$ cat config.mk
export PLATFORM = sky130hd
export DESIGN_NAME = fir_mac_bank
export DESIGN_NICKNAME = d
export VERILOG_FILES = /design/src/rtl/fir_pkg.sv /design/src/rtl/fir_coeff_bank.sv /design/src/rtl/fir_mac_bank.sv
export SDC_FILE = /design/constraint.sdc
export NUM_CORES = 2
export LEC_CHECK = 0
export ABC_AREA = 1
export CAP_MARGIN = 40
export CELL_PAD_IN_SITES_DETAIL_PLACEMENT = 0
export CELL_PAD_IN_SITES_GLOBAL_PLACEMENT = 1
export CORE_MARGIN = 1
export CORE_UTILIZATION = 51
export CTS_CLUSTER_SIZE = 25
export DETAILED_ROUTE_END_ITERATION = 8
export HOLD_SLACK_MARGIN = 0.1
export PLACE_DENSITY = 0.82
export SYNTH_ARGS = -nofsm -noshare
export SYNTH_HDL_FRONTEND = slang
export SYNTH_SLANG_ARGS = --single-unit
$ cat constraint.sdc
create_clock -name clk_in -period 7.6 [get_ports clk_in]
set_input_delay 1.52 -clock clk_in [delete_from_list [all_inputs] [get_ports clk_in]]
set_output_delay 1.52 -clock clk_in [all_outputs]
set_load 0.01 [all_outputs]
$ cat src/rtl/fir_pkg.sv
`default_nettype none
// +----------------------------------------------------------------------------+
// | fir_pkg                                                                    |
// | Shared types and helpers for the fir_mac_bank FIR filter.                  |
// | Revision: 1.0                                                              |
// +----------------------------------------------------------------------------+
package fir_pkg;

    typedef enum logic [1:0] {
        IDLE = 2'd0,
        MAC  = 2'd1,
        DONE = 2'd2
    } fir_state_t;

    localparam int RED_W = 64;

    function automatic int tap_idx_w(input int taps);
        return (taps > 1) ? $clog2(taps) : 1;
    endfunction

    // Narrowing of the shifted accumulator: clamp when sat is set, otherwise the
    // caller keeps the low data_w bits (two's-complement wrap).
    function automatic logic signed [RED_W-1:0] fir_reduce(
        input logic signed [RED_W-1:0] v,
        input int                      data_w,
        input bit                      sat
    );
        logic signed [RED_W-1:0] hi;
        logic signed [RED_W-1:0] lo;
        hi = $signed((64'd1 << (data_w - 1)) - 64'd1);
        lo = -$signed(64'd1 << (data_w - 1));
        if (sat && (v > hi)) return hi;
        if (sat && (v < lo)) return lo;
        return v;
    endfunction

endpackage
`default_nettype wire

$ cat src/rtl/fir_coeff_bank.sv
`default_nettype none
// +----------------------------------------------------------------------------+
// | fir_coeff_bank                                                             |
// | Active/shadow coefficient store with sample-boundary bank swap.            |
// | Revision: 1.0                                                              |
// +----------------------------------------------------------------------------+
module fir_coeff_bank
    import fir_pkg::*;
#(
    parameter int TAPS    = 64,
    parameter int COEFF_W = 10,
    parameter int IDX_W   = 6
) (
    input  logic                      clk,
    input  logic                      rst,
    input  logic                      we,
    input  logic [IDX_W-1:0]          waddr,
    input  logic signed [COEFF_W-1:0] wdata,
    input  logic                      swap_req,
    input  logic                      accept,
    input  logic [IDX_W-1:0]          raddr,
    output logic signed [COEFF_W-1:0] rdata,
    output logic                      swap_ack
);

    logic signed [COEFF_W-1:0] r_bank [2][TAPS];
    logic                      r_sel;
    logic                      r_pending;
    logic                      r_ack;
    logic                      w_do_swap;

    assign w_do_swap = accept && r_pending;

    // Writes target the bank that is shadow before this edge, so a write
    // coincident with a swap ends up in the newly active bank.
    always_ff @(posedge clk) begin
        if (rst) begin
            for (int b = 0; b < 2; b++) begin
                for (int t = 0; t < TAPS; t++) begin
                    r_bank[b][t] <= '0;
                end
            end
            r_sel     <= 1'b0;
            r_pending <= 1'b0;
            r_ack     <= 1'b0;
        end else begin
            if (we) begin
                r_bank[~r_sel][waddr] <= wdata;
            end
            if (w_do_swap) begin
                r_sel <= ~r_sel;
            end
            r_ack     <= w_do_swap;
            r_pending <= (r_pending && !w_do_swap) || swap_req;
        end
    end

    assign rdata    = r_bank[r_sel][raddr];
    assign swap_ack = r_ack;

endmodule
`default_nettype wire

$ cat src/rtl/fir_mac_bank.sv
`default_nettype none
// +----------------------------------------------------------------------------+
// | fir_mac_bank                                                               |
// | Single-MAC FIR with circular history and double-buffered coefficients.     |
// | Define FIR_SAT_EN to saturate the output instead of wrapping it.           |
// | Revision: 1.0                                                              |
// +----------------------------------------------------------------------------+
module fir_mac_bank
    import fir_pkg::*;
#(
    parameter int TAPS    = 64,
    parameter int DATA_W  = 16,
    parameter int COEFF_W = 10,
    parameter int ACC_W   = DATA_W + COEFF_W + $clog2(TAPS),
    parameter int SHIFT   = 10
) (
    input  logic                       clk_in,
    input  logic                       rst_in,
    input  logic                       ready_in,
    input  logic signed [DATA_W-1:0]   signal_in,
    input  logic                       coeff_we_in,
    input  logic [$clog2(TAPS)-1:0]    coeff_addr_in,
    input  logic signed [COEFF_W-1:0]  coeff_data_in,
    input  logic                       coeff_swap_in,
    output logic signed [DATA_W-1:0]   signal_out,
    output logic                       done_out,
    output logic                       busy_out,
    output logic                       swap_ack_out,
    output logic                       overrun_out
);

    localparam int               IDX_W  = tap_idx_w(TAPS);
    localparam int               PROD_W = DATA_W + COEFF_W;
    localparam logic [IDX_W-1:0] K_LAST = IDX_W'(TAPS - 1);
`ifdef FIR_SAT_EN
    localparam bit               SAT_EN = 1'b1;
`else
    localparam bit               SAT_EN = 1'b0;
`endif

    fir_state_t                r_state;
    fir_state_t                w_state_next;
    logic signed [DATA_W-1:0]  r_hist [TAPS];
    logic [IDX_W-1:0]          r_wr_ptr;
    logic [IDX_W-1:0]          r_newest;
    logic [IDX_W-1:0]          r_k;
    logic [IDX_W-1:0]          w_hidx;
    logic signed [ACC_W-1:0]   r_acc;
    logic signed [ACC_W-1:0]   w_prod_ext;
    logic signed [ACC_W-1:0]   w_acc_next;
    logic signed [ACC_W-1:0]   w_shifted;
    logic signed [PROD_W-1:0]  w_prod;
    logic signed [COEFF_W-1:0] w_coeff;
    logic signed [DATA_W-1:0]  w_sample;
    logic signed [RED_W-1:0]   w_red;
    logic signed [DATA_W-1:0]  r_out;
    logic                      r_done;
    logic                      r_overrun;
    logic                      w_accept;
    logic                      w_unused_red;

    assign w_accept = (r_state == IDLE) && ready_in;

    fir_coeff_bank #(
        .TAPS    (TAPS),
        .COEFF_W (COEFF_W),
        .IDX_W   (IDX_W)
    ) u_coeff_bank (
        .clk      (clk_in),
        .rst      (rst_in),
        .we       (coeff_we_in),
        .waddr    (coeff_addr_in),
        .wdata    (coeff_data_in),
        .swap_req (coeff_swap_in),
        .accept   (w_accept),
        .raddr    (r_k),
        .rdata    (w_coeff),
        .swap_ack (swap_ack_out)
    );

    // Tap k pairs with the sample k positions older than the newest one.
    assign w_hidx       = r_newest - r_k;
    assign w_sample     = r_hist[w_hidx];
    assign w_prod       = PROD_W'(w_coeff) * PROD_W'(w_sample);
    assign w_prod_ext   = ACC_W'(w_prod);
    assign w_acc_next   = r_acc + w_prod_ext;
    assign w_shifted    = w_acc_next >>> SHIFT;
    assign w_red        = fir_reduce(RED_W'(w_shifted), DATA_W, SAT_EN);
    assign w_unused_red = &{1'b0, w_red[RED_W-1:DATA_W]};

    always_ff @(posedge clk_in) begin
        if (rst_in) begin
            r_state <= IDLE;
        end else begin
            r_state <= w_state_next;
        end
    end

    always_comb begin
        w_state_next = r_state;
        case (r_state)
            IDLE:    if (ready_in) w_state_next = MAC;
            MAC:     if (r_k == K_LAST) w_state_next = DONE;
            DONE:    w_state_next = IDLE;
            default: w_state_next = IDLE;
        endcase
    end

    always_ff @(posedge clk_in) begin
        if (rst_in) begin
            for (int i = 0; i < TAPS; i++) begin
                r_hist[i] <= '0;
            end
            r_wr_ptr  <= '0;
            r_newest  <= '0;
            r_k       <= '0;
            r_acc     <= '0;
            r_out     <= '0;
            r_done    <= 1'b0;
            r_overrun <= 1'b0;
        end else begin
            r_done    <= 1'b0;
            r_overrun <= ready_in && (r_state != IDLE);
            case (r_state)
                IDLE: begin
                    if (ready_in) begin
                        r_hist[r_wr_ptr] <= signal_in;
                        r_newest         <= r_wr_ptr;
                        r_wr_ptr         <= r_wr_ptr + 1'b1;
                        r_acc            <= '0;
                        r_k              <= '0;
                    end
                end
                MAC: begin
                    r_acc <= w_acc_next;
                    r_k   <= r_k + 1'b1;
                    // Final product is folded in here so the result is ready in DONE.
                    if (r_k == K_LAST) begin
                        r_out  <= w_red[DATA_W-1:0];
                        r_done <= 1'b1;
                    end
                end
                default: ;
            endcase
        end
    end

    assign signal_out  = r_out;
    assign done_out    = r_done;
    assign busy_out    = (r_state != IDLE);
    assign overrun_out = r_overrun;

endmodule
`default_nettype wire

=== After elaboration in Yosys (flattened, before gate mapping) ===
Memory sizes are Yosys's and may differ from the RTL's. A register that Yosys moved wholly into a read port is not among the register bits.
Cells that the tools add are included.

* $add $sub $neg: 4
* $mul: 1
* Magnitude comparators: 3
* Equal/unequal tests: 4
* Multiplexer cells: 30
* Bitwise gates (word level): 4
* Reduce and logical (&&, ||, !) cells: 17

{| class="wikitable"
|+ Operators by type and width
! cell !! count
|-
| $mux 640 || 3
|-
| $reduce_or 640->1 || 1
|-
| $pmux 32 s2 || 1
|-
| $bmux 10 s6 || 1
|-
| $demux 10 s6 || 1
|-
| $add 32x26->32 || 1
|-
| $mux 32 || 1
|-
| $mux 10 || 3
|-
| $mul 10x16->26 || 1
|-
| $mux 16 || 1
|-
| $reduce_or 16->1 || 1
|-
| $ge 7x7->1 const B || 2
|-
| $not 6->7 || 2
|-
| $mux 1 || 13
|-
| $add 6x1->6 const B || 2
|-
| $mux 6 || 2
|-
| $pmux 6 s2 || 1
|-
| $reduce_and 2->1 || 4
|-
| $lt 7x1->1 const B || 1
|-
| $eq 6x6->1 const B || 1
|-
| $sub 6x6->6 || 1
|-
| $logic_and 1x1->1 || 5
|-
| $mux 2 || 2
|-
| $ne 2x2->1 const B || 2
|-
| 8 further kinds || 10
|}

* Register bits after elaboration: 73
* Bits in writable memories: 2304
* Input bits: 37
* Output and inout port bits: 20
* Word-level logic and storage cells: 76
* Memories: 2

{| class="wikitable"
|+ Memory list
! memory !! words !! width !! rd ports !! clocked after memory_dff !! wr ports !! line !! text
|-
| u_coeff_bank.r_bank || 2 || 640 || 1 || 1 || 2 || fir_coeff_bank.sv:26 || <nowiki>logic signed [COEFF_W-1:0] r_bank [2][TAPS];</nowiki>
|-
| r_hist || 64 || 16 || 1 || 0 || 64 || fir_mac_bank.sv:43 || <nowiki>logic signed [DATA_W-1:0] r_hist [TAPS];</nowiki>
|}

=== Depth between registers and ports, before layout ===
* Depth in word-level cells: 8
* Gate-level depth with buffers: 42
* Depth with buffers taken out: 38

=== Hierarchy ===
Synthesis repeated with hierarchy kept, for this count alone.

* Cell total of the unflattened synthesis: 11185
* Area total of the unflattened synthesis: 111092.8 µm²

{| class="wikitable"
|+ By module, submodules not included
! module !! times used !! cells an instance !! area each (µm²) !! sequential area each (µm²)
|-
| fir_coeff_bank || 1 || 5400 || 56015.0 || 38516.9
|-
| fir_mac_bank || 1 || 5785 || 55077.8 || 32030.7
|}

=== Worst setup path before layout ===
No wires, ideal clock.

* Kind: register to register
* Start point: register r_k[2]
* End point: register r_acc[19]
* Setup time: 70 ps
* Arrival: 6967 ps
* Data required time: 7530 ps
* Path slack: 562 ps
* Stages on the path, launching flop included: 37
* Buffers on the path: 6
* Clock period less this slack: 7038 ps
* Cell sequence: dfxtp_1 > buf_2 > inv_1 > buf_2 > buf_1 > ha_1 > xnor2_1 > buf_2 > buf_2 > buf_2 > a21oi_1 > o21ai_0 > nand3_1 > o21ai_0 > mux2i_1 > inv_2 > nand2_1 > fa_1 > inv_1 > fa_1 > inv_1 > fa_1 > inv_1 > fa_1 > inv_1 > fa_1 > inv_1 > ha_1 > inv_1 > o21ai_0 > a21oi_1 > o21ai_0 > inv_1 > o21ai_0 > xor2_1 > nand2_1 > a21oi_1

* Cells in the longest elaborated chain, start to end: 7
* Elaborated cells between the ends (all ways): 9
* Classes of those cells: 2 x add/sub; 1 x mul; 4 x mux; 1 x bitwise; 1 x memory

{| class="wikitable"
|+ Ends and longest elaborated chain
! what !! line !! text
|-
| from (decl) || fir_mac_bank.sv:46 || <nowiki>logic [IDX_W-1:0] r_k;</nowiki>
|-
| from (signal assigned) || fir_mac_bank.sv:136 || <nowiki>r_k <= r_k + 1'b1;</nowiki>
|-
| branches (longest 4 deep; another with $mem_v2 64x16) || -- ||
|-
| $mul 10x16->26 * || fir_mac_bank.sv:84 || <nowiki>assign w_prod = PROD_W'(w_coeff) * PROD_W'(w_sample);</nowiki>
|-
| $add 32x26->32 * || fir_mac_bank.sv:86 || <nowiki>assign w_acc_next = r_acc + w_prod_ext;</nowiki>
|-
| $pmux 32 s2 * || fir_mac_bank.sv:124 || <nowiki>case (r_state)</nowiki>
|-
| to (signal assigned) || fir_mac_bank.sv:135 || <nowiki>r_acc <= w_acc_next;</nowiki>
|-
| to (decl) || fir_mac_bank.sv:48 || <nowiki>logic signed [ACC_W-1:0] r_acc;</nowiki>
|}

Every way passes the cells marked *. The select of a mux whose other input is x is not followed.
A chain may end at the register's enable or synchronous reset.

=== Worst setup path in the final report ===
* Start point: register r_newest[0]
* End point: register r_acc[23]

* Cells in the longest elaborated chain, start to end: 5

{| class="wikitable"
|+ Ends and longest elaborated chain
! what !! line !! text
|-
| from (decl) || fir_mac_bank.sv:45 || <nowiki>logic [IDX_W-1:0] r_newest;</nowiki>
|-
| from (signal assigned) || fir_mac_bank.sv:128 || <nowiki>r_newest <= r_wr_ptr;</nowiki>
|-
| $sub 6x6->6 || fir_mac_bank.sv:82 || <nowiki>assign w_hidx = r_newest - r_k;</nowiki>
|-
| $mem_v2 64x16 || -- ||
|-
| $mul 10x16->26 || fir_mac_bank.sv:84 ||
|-
| $add 32x26->32 || fir_mac_bank.sv:86 ||
|-
| $pmux 32 s2 || fir_mac_bank.sv:124 ||
|}

Every way passes these cells.

==> impl_metrics.csv <==
group,metric,value,unit
die,die_area,218000,um^2
worst_setup_path,worstReg2RegEnd,"r_acc[23]$_SDFFE_PP0P_",
drt,top_layer,"met5",
clock_tree,worstSkewPairLatency,890,ps
cells_and_area,n_fill_cell,17600,
yosys,syn_nets,11000,
yosys,yosys_warnings,0,
worst_setup_path,required,8350,ps
min_path,min_from,"r_acc[1]$_SDFFE_PP0P_",
placed_design,dp_slack,-458,ps
min_path,hold_class,"reg2reg",
grt,grt_usage,32.2,%
die,core_area,215000,um^2
timing,holdWs,466,ps
timing,fin_ws,-27.8,ps
clock_tree,cts_buffer_depth,3,
drt,dr.pass1.iters,8,
worst_setup_path,slowest_delay,830,ps
clock_tree,cts-htree-levels,4,
drt,drcViolationCount,0,
worst_setup_path,timing.rr.start,"r_newest[0]$_SDFFE_PP0P_",
die,die_x,467,um
power,p_per_area,419,nW/um^2
timing,min_period,7630,ps
worst_setup_path,crit_type,"reg2reg",
min_path,min_path_cells,2,
worst_setup_path,cpMaxStageDelayCell,"fa_4",
timing,period_share,100,%
flow_run,max_cap_violations,0,
clock_tree,clkTransAtPathRegs,70,ps
worst_setup_path,endpoint_kind,"flop",
drt,drtIter0Drc,11300,
drt,avgViaCountPerCell,6.05,
yosys,ys_seq_area_share,64.0,%
yosys,synth_area_per_cell,10.2,um^2
timing,grt_setup_unrepaired,"yes",
timing,hold_viol_final,0,
timing,setup-violations-final,1,
grt,grt_antenna_before_repair,4,
worst_setup_path,start_kind,"flop",
yosys,synth_common_cells,"nor2_1 (2462), edfxtp_1 (2304), nand2_1 (1964)",
timing,fmax,0.131,GHz
yosys,ys_seq_elements,2372,
yosys,synth.distinct_cells,47,
status,violations,"negative setup slack",
placed_design,io_buffers,56,
status,outcome,"finished with violations",
timing,finClkSkew,46.3,ps
yosys,synth_edf_count,2304,
grt,grt_pass1_vias,81500,
drt,antenna_left,0,
grt,overflow,0,
cells_and_area,drive_gt1_share,12.7,%
yosys,yosys_most_used_dff,"edfxtp_1",
yosys,synth.cell_area,110000,um^2
drt,wl_met3,35700,um
yosys,synth_top_area_share,62.8,%
cells_and_area,syn2layout_area_growth,15.1,%
die,start_util,51.3,%
drt,totalWireLength,358000,um
worst_setup_path,path_max_fanout,11,
drt,wl_per_cell,25.6,um
die,io_pins,57,
placed_design,dp_hpwl,225000,um
power,p_leak,48.2,nW
min_path,hold_end,"r_acc[1]$_SDFFE_PP0P_",
drt,vias,84500,
yosys,synthArstFlopShare,0,%
timing,tightestPinTransition,1010,ps
worst_setup_path,path_common_cell,"fa_1",
die,die_h,467,um
worst_setup_path,worst_ep_arrival_time,8380,ps
drt,m1WireLength,134000,um
clock_tree,cts_made_buffers,237,
power,ir_worst_vdd,1.40,mV
yosys,yosysTopAreaCell,"edfxtp_1",
drt,wl_met2,167000,um
grt,grt_max_degree,107,
placed_design,gp_congestion,0.954,
cells_and_area,nNetsFinal,11200,
yosys,yosys-top-cells-area,"edfxtp_1 (63%), nor2_1 (8.4%), nand2_1 (6.7%)",
timing,relSlewSlack,33.0,%
worst_setup_path,reg2reg_slack,-30,ps
worst_setup_path,reg2reg_depth,32,
timing,slew_viol_final,0,
grt,grt_pass1_wl,523000,um
clock_tree,cts_tree,"built",
die,core.rowCount,170,
clock_tree,root_buffer,"clkbuf_16",
clock_tree,cts_sinks,2372,
yosys,post-synth-top-count-cell,"nor2_1",
yosys,syn_inst,10800,
==> sequential cells by signal (all words and copies together) (netlist names), 2 cells and up, named ones only <==
name and cells:
signal_out 16, r_wr_ptr 6, r_state 2, u_coeff_bank.r_bank 1280, r_k 6, r_acc 26
r_newest 6, r_hist 1024
==> cell usage in the layout, fill, tap and decap left out, types with 50 or more instances in the layout <==
master | synthesis | final
a21oi_1 | 246 | 222
a31oi_1 | 61 | 53
buf_12 | 0 | 90
buf_4 | 33 | 607
clkbuf_16 | 0 | 251
clkdlybuf4s50_1 | 0 | 55
clkinv_1 | 2 | 74
clkinv_2 | 0 | 60
dfxtp_1 | 68 | 63
edfxtp_1 | 2304 | 2304
fa_1 | 164 | 159
ha_1 | 73 | 60
inv_1 | 290 | 272
nand2_1 | 1964 | 1939
nand2_2 | 58 | 82
nand3_1 | 1103 | 1074
nor2_1 | 2462 | 2436
o21ai_0 | 664 | 632
o21ai_1 | 30 | 50
o221ai_1 | 140 | 139
o22ai_1 | 61 | 61
==> routing by layer <==
layer | global-route usage (%) | vias to the layer above
li1 | - | 37200
met3 | 4.95 | 890
met2 | 51.2 | 5032
met1 | 42.8 | 41400
met5 | 0 | -
met4 | 16.8 | 4
==> cells by family (layout without fill, tap and decap cells) <==
logic type	Yosys count	after routing	synth area share (%)
compound gates	1273	1273	6.60
other cells	0	2	0
mux	1	1	0.00908
xor+xnor	23	23	0.213
flops	2372	2372	64.0
simple gates	5651	5651	20.8
fa+ha+maj	237	237	3.81
buf+inv	1207	1589	4.49
==> power breakdown <==
part	total, mW	switching, mW	internal [mW]
Clock	11.7	5.13	6.58
Combinational	26.3	14.7	11.6
Sequential	15.2	0.186	15.0
Total	53.2	20.0	33.2
==> critical path: cells and delay by family (launching register included) <==
family / cells / cell delay [ps]
adder cells (fa/ha/maj): 8 / 3760
AND/OR/NAND/NOR: 11 / 1780
buffers and inverters: 10 / 1180
AO/OA/AOI/OAI: 3 / 410
flip-flops: 1 / 330
==> final cells by class <==
type	instances	area (um^2)	area share, %
flip-flops and latches	2372	70600	55.6
multi-input cells	7185	35800	28.2
repair buffers	800	7900	6.22
clock buffers	292	6310	4.98
well taps	2838	3550	2.80
inverters	340	1370	1.08
clock inverters	157	1350	1.06
diodes	2	5.00	0.00395
==> repair_timing <==
action | 4_1_cts | 5_1_grt
buffers inserted | 1 | 19
endpoints found under the setup margin | 29 | 32
gates cloned | 1 | 9
resized for setup | 68 | 173
hold buffers | 0 | 0
pin swaps | 8 | 25
hold endpoints to repair | 0 | 0
==> how the worst max path moves through the flow <==
stage / to / from / slack (ps)
final: r_acc[23]$_SDFFE_PP0P_ / r_newest[0]$_SDFFE_PP0P_ / -30
after detailed placement: r_acc[23]$_SDFFE_PP0P_ / r_newest[0]$_SDFFE_PP0P_ / -460
after global placement: r_acc[23]$_SDFFE_PP0P_ / r_newest[0]$_SDFFE_PP0P_ / -450
after CTS: r_acc[22]$_SDFFE_PP0P_ / r_newest[0]$_SDFFE_PP0P_ / -50
after global routing: r_acc[22]$_SDFFE_PP0P_ / r_newest[0]$_SDFFE_PP0P_ / -210
after floorplan: r_acc[19]$_SDFFE_PP0P_ / r_k[2]$_SDFFE_PP0P_ / 560
==> metrics by stage <==
| stage | util [%] | std cells | power, mW | instance area [um^2] | setup TNS, ps |
|---|---|---|---|---|---|
| 2_1_floorplan | - | 10800 | 28.1 | 110000 | 0 |
| 3_3_place_gp | 54.3 | 13400 | 38.0 | 117000 | -3620 |
| 3_5_place_dp | 54.9 | 13500 | 38.0 | 118000 | -2960 |
| 4_1_cts | 58.6 | 14000 | 50.2 | 126000 | -69.1 |
| 5_1_grt | 59.1 | 14000 | 56.3 | 127000 | -1880 |
| 6_report | 59.1 | 14000 | 53.2 | 127000 | -27.8 |
No activity file was read; power rests on OpenSTA's default activity.
